===== config.mk =====
export PLATFORM = sky130hd
export DESIGN_NAME = alu_sequencer_flat
export DESIGN_NICKNAME = d
export VERILOG_FILES = /design/src/rtl/alu_sequencer_if.sv /design/src/rtl/alu_sequencer.sv /design/src/flat_wrapper.sv
export SDC_FILE = /design/constraint.sdc
export NUM_CORES = 1
export LEC_CHECK = 0
export CORE_ASPECT_RATIO = 1.75
export CORE_MARGIN = 8
export CORE_UTILIZATION = 44
export DETAILED_ROUTE_END_ITERATION = 16
export PLACE_DENSITY = 0.8
export SYNTH_ARGS = -nofsm -noshare
export SYNTH_HDL_FRONTEND = slang
export SYNTH_SLANG_ARGS = --single-unit
export TNS_END_PERCENT = 5

===== constraint.sdc =====
create_clock -name clk -period 2.1 [get_ports clk]
set_clock_uncertainty 0.05 [all_clocks]
set_input_delay 0.21 -clock clk [delete_from_list [all_inputs] [get_ports clk]]
set_output_delay 0.21 -clock clk [all_outputs]
set_load 0.03 [all_outputs]

===== src/rtl/alu_sequencer_if.sv =====
// Bundles the FIFO_IN, ALU and FIFO_OUT handshakes of the ALU sequencer.
// The master modport is the sequencer side; the slave modport is its environment.
interface alu_sequencer_if #(
  parameter int DATA_SIZE      = 16,
  parameter int OPERATION_SIZE = 2
);
  logic                                  enable;
  logic                                  empty_in;
  logic [OPERATION_SIZE+2*DATA_SIZE-1:0] fifo_in_data;
  logic                                  r_en_in;
  logic                                  alu_start;
  logic [OPERATION_SIZE-1:0]             alu_op;
  logic [DATA_SIZE-1:0]                  alu_a;
  logic [DATA_SIZE-1:0]                  alu_b;
  logic                                  alu_done;
  logic [DATA_SIZE-1:0]                  alu_result;
  logic                                  alu_ovf;
  logic                                  full_out;
  logic                                  w_en_out;
  logic [DATA_SIZE+3:0]                  fifo_out_data;
  logic                                  busy;
  logic [15:0]                           op_count;
  logic [7:0]                            err_count;

  modport master (
    input  enable, empty_in, fifo_in_data, alu_done, alu_result, alu_ovf, full_out,
    output r_en_in, alu_start, alu_op, alu_a, alu_b, w_en_out, fifo_out_data,
           busy, op_count, err_count
  );

  modport slave (
    output enable, empty_in, fifo_in_data, alu_done, alu_result, alu_ovf, full_out,
    input  r_en_in, alu_start, alu_op, alu_a, alu_b, w_en_out, fifo_out_data,
           busy, op_count, err_count
  );
endinterface


===== src/rtl/alu_sequencer.sv =====
// Pops {op, data1, data0} from FIFO_IN, launches the external ALU, waits for its result
// with a timeout, and pushes {status, result} to FIFO_OUT while counting pushes and errors.
module alu_sequencer #(
  parameter int DATA_SIZE      = 16,
  parameter int OPERATION_SIZE = 2,
  parameter int TIMEOUT        = 15
) (
  input  logic            clk,
  input  logic            rst_n,
  alu_sequencer_if.master bus
);

  localparam logic [2:0] IDLE  = 3'd0;
  localparam logic [2:0] FETCH = 3'd1;
  localparam logic [2:0] EXEC  = 3'd2;
  localparam logic [2:0] WAIT  = 3'd3;
  localparam logic [2:0] PUSH  = 3'd4;

  localparam int CNT_W = (TIMEOUT > 1) ? $clog2(TIMEOUT + 1) : 1;

  localparam logic [OPERATION_SIZE-1:0] OP_ADD = OPERATION_SIZE'(1);
  localparam logic [OPERATION_SIZE-1:0] OP_SUB = OPERATION_SIZE'(2);

  localparam logic [3:0] ST_OP_ERR  = 4'b1001;
  localparam logic [3:0] ST_TIMEOUT = 4'b1010;

  logic [2:0]                state_r;
  logic [2:0]                state_nx_s;
  logic [CNT_W-1:0]          cnt_r;
  logic [OPERATION_SIZE-1:0] op_r;
  logic [DATA_SIZE-1:0]      a_r;
  logic [DATA_SIZE-1:0]      b_r;
  logic [DATA_SIZE+3:0]      out_r;
  logic [15:0]               op_count_r;
  logic [7:0]                err_count_r;
  logic                      alu_start_r;
  logic                      busy_r;
  logic                      r_en_s;
  logic                      w_en_s;
  logic [OPERATION_SIZE-1:0] fetch_op_s;
  logic [DATA_SIZE-1:0]      fetch_a_s;
  logic [DATA_SIZE-1:0]      fetch_b_s;
  logic                      fetch_ok_s;
  logic                      timeout_s;

  function automatic logic [DATA_SIZE+3:0] pack_out(input logic [3:0]           status,
                                                    input logic [DATA_SIZE-1:0] result);
    return {status, result};
  endfunction

  function automatic logic is_error(input logic [3:0] status);
    return (status[1:0] != 2'b00);
  endfunction

  assign fetch_op_s = bus.fifo_in_data[OPERATION_SIZE+2*DATA_SIZE-1 -: OPERATION_SIZE];
  assign fetch_b_s  = bus.fifo_in_data[2*DATA_SIZE-1 -: DATA_SIZE];
  assign fetch_a_s  = bus.fifo_in_data[DATA_SIZE-1:0];
  assign fetch_ok_s = (fetch_op_s == OP_ADD) || (fetch_op_s == OP_SUB);
  // WAIT has already lasted TIMEOUT cycles once this cycle ends without alu_done.
  assign timeout_s  = (cnt_r == CNT_W'(TIMEOUT - 1));

  // The pop strobe is gated by reset so nothing is consumed while rst_n is low.
  assign bus.r_en_in       = r_en_s & rst_n;
  assign bus.w_en_out      = w_en_s;
  assign bus.alu_start     = alu_start_r;
  assign bus.alu_op        = op_r;
  assign bus.alu_a         = a_r;
  assign bus.alu_b         = b_r;
  assign bus.fifo_out_data = out_r;
  assign bus.busy          = busy_r;
  assign bus.op_count      = op_count_r;
  assign bus.err_count     = err_count_r;

  // Next-state decode plus the combinational FIFO strobes.
  always_comb begin
    state_nx_s = state_r;
    r_en_s     = 1'b0;
    w_en_s     = 1'b0;
    case (state_r)
      IDLE: begin
        if (bus.enable && !bus.empty_in) begin
          r_en_s     = 1'b1;
          state_nx_s = FETCH;
        end else begin
          state_nx_s = IDLE;
        end
      end
      FETCH: begin
        if (fetch_ok_s) begin
          state_nx_s = EXEC;
        end else begin
          state_nx_s = PUSH;
        end
      end
      EXEC: state_nx_s = WAIT;
      WAIT: begin
        if (bus.alu_done || timeout_s) begin
          state_nx_s = PUSH;
        end else begin
          state_nx_s = WAIT;
        end
      end
      PUSH: begin
        if (!bus.full_out) begin
          w_en_s     = 1'b1;
          state_nx_s = IDLE;
        end else begin
          state_nx_s = PUSH;
        end
      end
      default: state_nx_s = IDLE;
    endcase
  end

  // State, launch/busy flags, operand latches, result capture and counters.
  always_ff @(posedge clk or negedge rst_n) begin
    if (!rst_n) begin
      state_r     <= IDLE;
      cnt_r       <= '0;
      op_r        <= '0;
      a_r         <= '0;
      b_r         <= '0;
      out_r       <= '0;
      op_count_r  <= 16'd0;
      err_count_r <= 8'd0;
      alu_start_r <= 1'b0;
      busy_r      <= 1'b0;
    end else begin
      state_r     <= state_nx_s;
      alu_start_r <= (state_nx_s == EXEC);
      busy_r      <= (state_nx_s != IDLE);
      case (state_r)
        FETCH: begin
          op_r <= fetch_op_s;
          a_r  <= fetch_a_s;
          b_r  <= fetch_b_s;
          if (!fetch_ok_s) begin
            out_r <= pack_out(ST_OP_ERR, '0);
          end
        end
        EXEC: cnt_r <= '0;
        WAIT: begin
          if (bus.alu_done) begin
            out_r <= pack_out({1'b1, bus.alu_ovf, 2'b00}, bus.alu_result);
          end else begin
            cnt_r <= cnt_r + CNT_W'(1);
            if (timeout_s) begin
              out_r <= pack_out(ST_TIMEOUT, '0);
            end
          end
        end
        PUSH: begin
          if (w_en_s) begin
            op_count_r <= op_count_r + 16'd1;
            if (is_error(out_r[DATA_SIZE+3:DATA_SIZE]) && (err_count_r != 8'hFF)) begin
              err_count_r <= err_count_r + 8'd1;
            end
          end
        end
        default: ;
      endcase
    end
  end

endmodule


===== src/flat_wrapper.sv =====
// flat-port wrapper written by rule: the top's interface ports become plain ports
module alu_sequencer_flat 
#(
  parameter int DATA_SIZE      = 16,
  parameter int OPERATION_SIZE = 2,
  parameter int TIMEOUT        = 15
)
  (clk, rst_n, bus_enable, bus_empty_in, bus_fifo_in_data, bus_alu_done, bus_alu_result, bus_alu_ovf, bus_full_out, bus_r_en_in, bus_alu_start, bus_alu_op, bus_alu_a, bus_alu_b, bus_w_en_out, bus_fifo_out_data, bus_busy, bus_op_count, bus_err_count);
  alu_sequencer_if #(.DATA_SIZE(DATA_SIZE), .OPERATION_SIZE(OPERATION_SIZE)) bus_i ();
  input  logic clk;
  input  logic rst_n;
  input wire logic [$bits(bus_i.enable)-1:0] bus_enable;
  input wire logic [$bits(bus_i.empty_in)-1:0] bus_empty_in;
  input wire logic [$bits(bus_i.fifo_in_data)-1:0] bus_fifo_in_data;
  input wire logic [$bits(bus_i.alu_done)-1:0] bus_alu_done;
  input wire logic [$bits(bus_i.alu_result)-1:0] bus_alu_result;
  input wire logic [$bits(bus_i.alu_ovf)-1:0] bus_alu_ovf;
  input wire logic [$bits(bus_i.full_out)-1:0] bus_full_out;
  output wire logic [$bits(bus_i.r_en_in)-1:0] bus_r_en_in;
  output wire logic [$bits(bus_i.alu_start)-1:0] bus_alu_start;
  output wire logic [$bits(bus_i.alu_op)-1:0] bus_alu_op;
  output wire logic [$bits(bus_i.alu_a)-1:0] bus_alu_a;
  output wire logic [$bits(bus_i.alu_b)-1:0] bus_alu_b;
  output wire logic [$bits(bus_i.w_en_out)-1:0] bus_w_en_out;
  output wire logic [$bits(bus_i.fifo_out_data)-1:0] bus_fifo_out_data;
  output wire logic [$bits(bus_i.busy)-1:0] bus_busy;
  output wire logic [$bits(bus_i.op_count)-1:0] bus_op_count;
  output wire logic [$bits(bus_i.err_count)-1:0] bus_err_count;
  assign bus_i.enable = bus_enable;
  assign bus_i.empty_in = bus_empty_in;
  assign bus_i.fifo_in_data = bus_fifo_in_data;
  assign bus_i.alu_done = bus_alu_done;
  assign bus_i.alu_result = bus_alu_result;
  assign bus_i.alu_ovf = bus_alu_ovf;
  assign bus_i.full_out = bus_full_out;
  assign bus_r_en_in = bus_i.r_en_in;
  assign bus_alu_start = bus_i.alu_start;
  assign bus_alu_op = bus_i.alu_op;
  assign bus_alu_a = bus_i.alu_a;
  assign bus_alu_b = bus_i.alu_b;
  assign bus_w_en_out = bus_i.w_en_out;
  assign bus_fifo_out_data = bus_i.fifo_out_data;
  assign bus_busy = bus_i.busy;
  assign bus_op_count = bus_i.op_count;
  assign bus_err_count = bus_i.err_count;
  alu_sequencer #(.DATA_SIZE(DATA_SIZE), .OPERATION_SIZE(OPERATION_SIZE), .TIMEOUT(TIMEOUT)) u_core (.clk(clk), .rst_n(rst_n), .bus(bus_i));
endmodule

Yosys cells after proc, flatten, opt, wreduce, memory -nomap -nowiden
Cells that the tools add are included.
{"block": "op_classes", "add_sub_neg": 3, "n_mul": 0, "n_div": 0, "magnitude_cmp": 0, "n_eq_ne": 12, "shifts": 0, "muxes": 15, "bitwise": 1, "reduce_logical": 14}
{"op": "20-bit 2-to-1 mux", "count": 3}
{"op": "20-bit one-hot mux with 2 select lines", "count": 1}
{"op": "16-bit by 1-bit adder with 16-bit output (second input constant)", "count": 1}
{"op": "3-bit one-hot mux with 5 select lines", "count": 1}
{"op": "3-bit by 2-bit == test with 1-bit output (second input constant)", "count": 3}
{"op": "3-bit 2-to-1 mux", "count": 3}
{"op": "8-bit by 1-bit adder with 8-bit output (second input constant)", "count": 1}
{"op": "8-bit inequality test (second input constant)", "count": 1}
{"op": "4-bit one-hot mux with 2 select lines", "count": 1}
{"op": "3-bit AND reduction", "count": 2}
{"op": "2-bit nonzero test", "count": 3}
{"op": "1-bit 2-to-1 mux", "count": 5}
{"op": "4-bit by 1-bit adder with 4-bit output (second input constant)", "count": 1}
{"op": "4-bit == test (second input constant)", "count": 1}
{"op": "4-bit 2-to-1 mux", "count": 1}
{"op": "2-bit inequality test (second input constant)", "count": 2}
{"op": "2-bit AND reduction", "count": 2}
{"op": "3-bit by 1-bit == test with 1-bit output (second input constant)", "count": 1}
{"op": "3-bit == test (second input constant)", "count": 1}
{"op": "3-bit zero test", "count": 1}
{"op": "3-bit by 2-bit inequality test with 1-bit output (second input constant)", "count": 1}
{"op": "3-bit nonzero test", "count": 1}
{"op": "2-bit by 1-bit == test with 1-bit output (second input constant)", "count": 1}
{"op": "2-bit == test (second input constant)", "count": 1}
{"op": "other kinds (4)", "count": 6}
{"block": "totals", "regBits": 87, "latch_bits": 0, "mem_bits_rw": 0, "rom_bits": 0, "in_bits": 57, "output_inout_bits": 82, "elab_cells": 55, "mem_count": 0}

Depth between registers and ports, before layout
Gate-level depths: netlist of the first run.
{"block": "depth", "ltp_word": 5, "ltp_mapped": 7, "ltp_nobuf": 6}

Worst setup path before layout of the first run
Ideal clock, no wire load.
{"block": "synth_path", "kind": "register to register", "startpoint": "reg u_core.state_r[1]", "endpoint": "reg u_core.err_count_r[1] (netlist: u_core.bus.err_count[1])", "setup_ps": 125, "arrival_ps": 1653, "required_time_ps": 1925, "slack_ps": 272, "stages_incl_launch_ff": 6, "n_path_buf": 1, "synth_period_minus_slack_ps": 1828, "path_cell_list": "dfrtp_1 -> or4b_1 -> buf_6 -> nor2_1 -> and2_1 -> mux2_2"}
{"block": "synth_via", "elab_chain_cells": 3}
{"element": "start: declaration", "line_no": "alu_sequencer.sv:27", "source": "logic [2:0] state_r;"}
{"element": "start signal: assignment", "line_no": "alu_sequencer.sv:129", "source": "state_r <= state_nx_s;"}
{"element": "3-bit == test (*)", "line_no": "alu_sequencer.sv:79, alu_sequencer.sv:132"}
{"element": "1-bit 2-to-1 mux", "line_no": "alu_sequencer.sv:79", "source": "case (state_r)"}
{"element": "3-bit AND reduction (no line) (*)"}
{"element": "end signal: assignment", "line_no": "alu_sequencer.sv:156", "source": "err_count_r <= err_count_r + 8'd1;"}
{"element": "end: declaration", "line_no": "alu_sequencer.sv:35", "source": "logic [7:0] err_count_r;"}
Mark *: on every way between the ends. The rest lies on a longest branch, timed or not.
A chain may end at the register's enable or synchronous reset.

Final worst setup path of the first run
{"block": "layout_path", "startpoint": "reg u_core.state_r[1]", "endpoint": "out bus_w_en_out"}
{"block": "layout_via", "elab_chain_cells": 2}
{"element": "3-bit == test", "line_no": "alu_sequencer.sv:79"}
{"element": "1-bit 2-to-1 mux", "line_no": "alu_sequencer.sv:79"}
{"element": "end: declaration", "line_no": "flat_wrapper.sv:24", "source": "output wire logic [$bits(bus_i.w_en_out)-1:0] bus_w_en_out;"}
Every way passes these cells.

==> results of run 1 <==
## cell families after synthesis
| logic type | share of synthesized area (%) |
|---|---|
| XOR/XNOR | 4.84 |
| buffers and inverters | 2.11 |
| AND/OR/NAND/NOR | 12.6 |
| AO/OA/AOI/OAI | 7.50 |
| adder cells (fa/ha/maj) | 1.38 |
| multiplexers | 11.5 |
| flip-flops | 60.1 |
## power by group
group / total, uW / internal (uW) / switching, uW
Clock: 1810 / 1190 / 620
Combinational: 3720 / 1730 / 1990
Sequential: 2600 / 2260 / 344
## worst paths after layout
check | startpoint | to | slack [ns] | depth (start not counted)
max in group asynchronous | rst_n | u_core.bus.alu_a[5] | 1.21 | 3
min | u_core.bus.fifo_out_data[19] | u_core.bus.fifo_out_data[19] | 0.42 | 1
max reg2reg | u_core.state_r[1] | u_core.bus.op_count[12] | 0.26 | 6
max | u_core.state_r[1] | bus_w_en_out | 0.18 | 4
min reg2reg | u_core.bus.fifo_out_data[19] | u_core.bus.fifo_out_data[19] | 0.42 | 1
min in group asynchronous | rst_n | u_core.bus.alu_op[1] | 0.44 | 3
## through the flow
stage                     setup slack (ns)  utilization, %
after floorplan                      0.272               -
after global placement              0.0529            63.5
after detailed placement            0.0123            63.5
after CTS                            0.159            67.9
after global routing                 0.126            67.9
final                                0.182            67.9
## flip-flops by register name, indices dropped and copies added (netlist names)
signal	cells
u_core.bus.fifo_out_data	20
u_core.bus.alu_a	16
u_core.bus.alu_b	16
u_core.bus.op_count	16
u_core.bus.err_count	8
u_core.cnt_r	4
u_core.state_r	3
u_core.bus.alu_op	2
u_core.bus.alu_start	1
u_core.bus.busy	1
## critical path: stages (launching register included)
cell and delay [ns]:
dfrtp_1 0.37, or4b_1 0.54, buf_4 0.19, clkinv_4 0.08, buf_4 0.16
## layout make-up
cell class,count,area [sq um],area share (%)
Clock buffer,10,239,4.32
Multi-Input combinational cell,178,1380,24.9
Inverter,4,20.0,0.362
Clock inverter,5,106,1.92
Sequential cell,87,2180,39.3
Timing Repair Buffer,151,1500,27.1
Tap cell,92,115,2.08
## routing by layer
metal	vias to the layer above	wire [um]	track usage (%)
met2	82	4810	28.7
li1	1288	-	-
met3	8	641	6.36
met5	-	0	0
met4	0	108	5.48
met1	1324	3380	15.8
## repair_timing
item,CTS,global route
gates resized for setup,0,0
hold endpoints to repair,87,0
hold buffers,1,0
buffers inserted,0,0
## synth_stat cells
cell type	n
o21ai_0	4
and2_1	2
nand4_1	4
nand3_1	8
nand2b_1	8
clkinv_4	1
nor3_1	1
mux2_2	36
nand2_1	25
buf_2	6
xor2_1	9
dfrtp_1	87
inv_1	3
a22o_1	17
nand4b_1	1
and4_1	3
and3_1	3
nor2b_1	3
a31o_2	1
nand4_2	1
or4b_1	1
xnor2_1	11
a21oi_1	8
a41oi_1	1
o21a_1	1
mux2i_1	1
buf_6	1
buf_4	1
nor4_1	1
clkbuf_1	2
nor2_1	11
nand4_4	1
a21boi_0	1
ha_1	4
nor3_2	6
o31ai_1	4
or2_2	1
==> results.toml, run 1 <==
[grt]
antenna_found_initial = 0
grt_max_degree = 88
grt.total_usage_pct = 15.8
gr-total-overflow = 0
grt_pass1_vias = 2897
grt_pass1_wl_um = 14300

[finish]
final_cell_mix = "clkdlybuf4s50_1 (135), dfrtp_1 (87), mux2_2 (36), nand2_1 (25), a22o_1 (17)"
nets = 492
fillerInstances = 621
layout_commonest_cell = "clkdlybuf4s50_1"
syn2layout_area_growth_pct = 52.7
finalNonFillerCells = 527
fin_area_sq_um = 5530
diodes = 0
layout-drive-gt1-share_pct = 17.9

[min_path]
holdCritPathClass = "reg -> reg"

[placement]
placed_area_sq_um = 5180
place_congestion = 0.756
place_hpwl_um = 6900
port_buffers = 138
dp_cells = 511

[synthesis]
syn_area_per_cell_sq_um = 13.0
ys_top_cells_by_area = "dfrtp_1 (60%), mux2_2 (11%), a22o_1 (4.1%), xnor2_1 (2.7%), nand2_1 (2.6%)"
synth-seq-area-share_pct = 60.1
synthCells = 279
ys_ff_latch = 87
netlist.area_leader.share_pct = 60.1
netlist_area_sq_um = 3620
synth_largest_area_cell = "dfrtp_1"
synth_nets = 340
synth.distinct_cells = 37
synth_warnings = 0

[critical_path]
startpoint_type = "flip-flop"
cp.required_ns = 1.84
cp.arrival_ns = 1.66
crit_path_max_fanout = 7
end_kind = "primary output"
crit_type = "reg -> out"

[floorplan]
dieArea_sq_um = 11500
io_pins = 139
core-area_sq_um = 8150
fp.dieW_um = 84.6
die_h_um = 136
start_util_pct = 44.5
num_rows = 44

[sta]
final_hold_viol_count = 0
tightest_slew_ns = 0.447
final-setup-viol-count = 0
slew_violations = 0
period_needed_ns = 1.92
maxSlewHeadroom_pct = 70.2
fin_crit_sh_pct = 91.3
whs_ns = 0.422
clock.fmax_ghz = 0.521
tns_ns = 0
rsz0062_at_grt = "no"

[route]
drc = 0
detail_route.vias_per_cell = 5.13
ant_nets = 0
wl_um = 8950
dr.pass1.iters = 4
avgRoutedWirePerCell_um = 17.0
vias = 2702
drtIter0Drc = 43

[power_and_ir_drop]
leakage_uw = 0.00240
peakVddDrop_v = 0.000916
power.density_nw_per_um2 = 1470
finalPower_uw = 8130

[clock_network]
cts_sinks = 87
clockRootBuffer = "clkbuf_16"
cts_buffers = 9
clkLatencyLatePin_ns = 0.33
clk_path_buf_depth = 2
cts_tree = "yes"
h-tree-depth = 3
clkSlewWorstSetupHoldPaths_ns = 0.06

[outcome]
status = "finished clean"

[run]
cap_violations = 0
(Power assumes the default switching activity.)
==> inputs of run 2 (changes only) <==
- ABC_AREA: unset -> 1
- CAP_MARGIN: unset -> 20
- CORE_MARGIN: 8 -> unset
- PLACE_DENSITY: 0.8 -> 0.79
==> results.toml, run 2 <==
[finish]
layout-drive-gt1-share_pct = 5.33
finalNonFillerCells = 715
diodes = 0
syn2layout_area_growth_pct = 48.7
fin_area_sq_um = 5620
fillerInstances = 682
final_cell_mix = "nand2_1 (210), clkdlybuf4s50_1 (135), dfrtp_1 (87), nand3_1 (35), inv_1 (33)"
largest_reg_flops = 20
nets = 656
layout_commonest_cell = "nand2_1"

[clock_network]
clkLatencyLatePin_ns = 0.34
cts_buffers = 9
clockRootBuffer = "clkbuf_16"
cts_sinks = 87
cts_tree = "yes"
postCtsSetupBuffers = 0
h-tree-depth = 3
clk_path_buf_depth = 2
clkSlewWorstSetupHoldPaths_ns = 0.07

[synthesis]
yosys.cell_count.top_type = "nand2_1"
synth_ff_type = "dfrtp_1"
synth_nets = 513
synth-seq-area-share_pct = 57.6
yosys-top-cells-count = "nand2_1 (210), dfrtp_1 (87), nand3_1 (35)"
syn_area_per_cell_sq_um = 8.37
netlist_area_sq_um = 3780
synth_warnings = 0
synth.distinct_cells = 25
synth_largest_area_cell = "dfrtp_1"
async_reset_ff_share_pct = 100
netlist.area_leader.share_pct = 57.6
ys_top_cells_by_area = "dfrtp_1 (58%), nand2_1 (21%), nand3_1 (4.6%), inv_1 (3.3%), nor2_1 (2.3%)"
ys_ff_latch = 87
synth_edf_count = 0
synthCells = 452

[critical_path]
cp.arrival_ns = 1.65
crit_chain = "nor2_1, nand3_1, buf_4, inv_1, buf_4"
critical-path-max-stage-delay_ns = 0.43
crit_path_top_delay_cell = "dfrtp_1"
crit_type = "reg -> out"
cp.required_ns = 1.84
crit_path_max_fanout = 12
path_common_cell = "buf_4"
end_kind = "primary output"
startpoint_type = "flip-flop"

[grt]
antenna_found_initial = 0
grt_max_degree = 88
gr-total-overflow = 0
grt_pass1_vias = 3470
grt_pass1_wl_um = 15100
grt.total_usage_pct = 21.4

[route]
drtIter0Drc = 108
vias = 3389
dr.pass1.iters = 4
drc = 0
ant_nets = 0
avgRoutedWirePerCell_um = 12.5
wl_um = 8960
detail_route.vias_per_cell = 4.74

[power_and_ir_drop]
power.density_nw_per_um2 = 1380
leakage_uw = 0.00276
peakVddDrop_v = 0.000852

[sta]
final-setup-viol-count = 0
tns_ns = 0
tightest_slew_ns = 0.538
fin_crit_sh_pct = 90.9
clock.fmax_ghz = 0.524
final_hold_viol_count = 0
slew_violations = 0
period_needed_ns = 1.91
rsz0062_at_grt = "no"
maxSlewHeadroom_pct = 64.1

[floorplan]
num_rows = 44
core-area_sq_um = 8310
start_util_pct = 45.5
io_pins = 139
fp.dieW_um = 72.1
dieArea_sq_um = 8980
die_h_um = 125

[run]
cap_violations = 0

[placement]
dp_cells = 697
port_buffers = 138
place_congestion = 0.799
placed_area_sq_um = 5280
place_hpwl_um = 6530

[min_path]
holdCritPathClass = "in -> reg"

[outcome]
status = "finished clean"
run 2: changes by cell type after synthesis, sizes merged, moves of 7 or more:
cell	delta
a22o	-17
inv	+34
mux2	-36
nand2	+185
nor2	+13
nand3	+27
nand2b	-7
run 2: layer usage:
layer	up-vias	track usage (%)	wire, um
met2	110	36.2	4650
li1	1675	-	-
met1	1588	24.0	3480
met5	-	0	0
met4	0	9.92	219
met3	16	6.63	604
run 2: cell families after synthesis:
| kind of cell | synth area share [%] |
|---|---|
| AND/OR/NAND/NOR | 30.2 |
| flip-flops | 57.6 |
| buffers and inverters | 5.29 |
| XOR/XNOR | 3.71 |
| AO/OA/AOI/OAI | 1.89 |
| adder cells (fa/ha/maj) | 1.32 |
run 2: metrics by stage:
| stage | util, % | hold slack, ns | setup WS (ns) | total power [uW] |
|---|---|---|---|---|
| global route | 67.6 | 0.364 | 0.0906 | 8210 |
| detailed placement | 63.5 | 0.404 | 0.230 | 6160 |
| floorplan | - | -0.136 | 0.435 | 4650 |
| global placement | 63.5 | 0.402 | 0.246 | 6080 |
| finish | 67.6 | 0.351 | 0.192 | 7750 |
| CTS | 67.2 | 0.159 | 0.168 | 7810 |
run 2: power breakdown:
group	internal, uW	leakage (uW)	switching (uW)
sequential	2260	0.00111	403
clock	958	0.000141	667
combinational	1360	0.00151	2100
run 2: final timing paths:
path / depth (start not counted) / endpoint / from / slack, ns
setup / recovery: 5 / bus_w_en_out / u_core.state_r[1] / 0.19
hold / removal: 3 / u_core.bus.alu_a[15] / bus_fifo_in_data[15] / 0.35
setup reg to reg: 8 / u_core.bus.err_count[3] / u_core.bus.err_count[0] / 0.32
hold reg to reg: 2 / u_core.bus.fifo_out_data[14] / u_core.bus.fifo_out_data[14] / 0.42
max in group asynchronous: 4 / u_core.bus.alu_a[3] / rst_n / 1.00
min in group asynchronous: 3 / u_core.state_r[0] / rst_n / 0.39
run 2: cell type report:
class                           instances  area (sq um)  area share [%]
Inverter                               37           139            2.47
Clock buffer                           10           239            4.25
Timing Repair Buffer                  145          1450            25.8
Sequential cell                        87          2180            38.7
Clock inverter                          6          70.1            1.25
Multi-Input combinational cell        315          1400            25.0
Tap cell                              115           144            2.56
run 2: critical path: cells and delay by family, from the launching register on:
| family | cells | cell delay (ns) |
|---|---|---|
| flops | 1 | 0.43 |
| buf+inv | 3 | 0.52 |
| simple gates | 2 | 0.35 |
run 2: what timing repair did:
item,CTS,global route
hold buffers,0,1
setup endpoints to repair,1,0
resized for setup,1,0
hold endpoints to repair,0,29
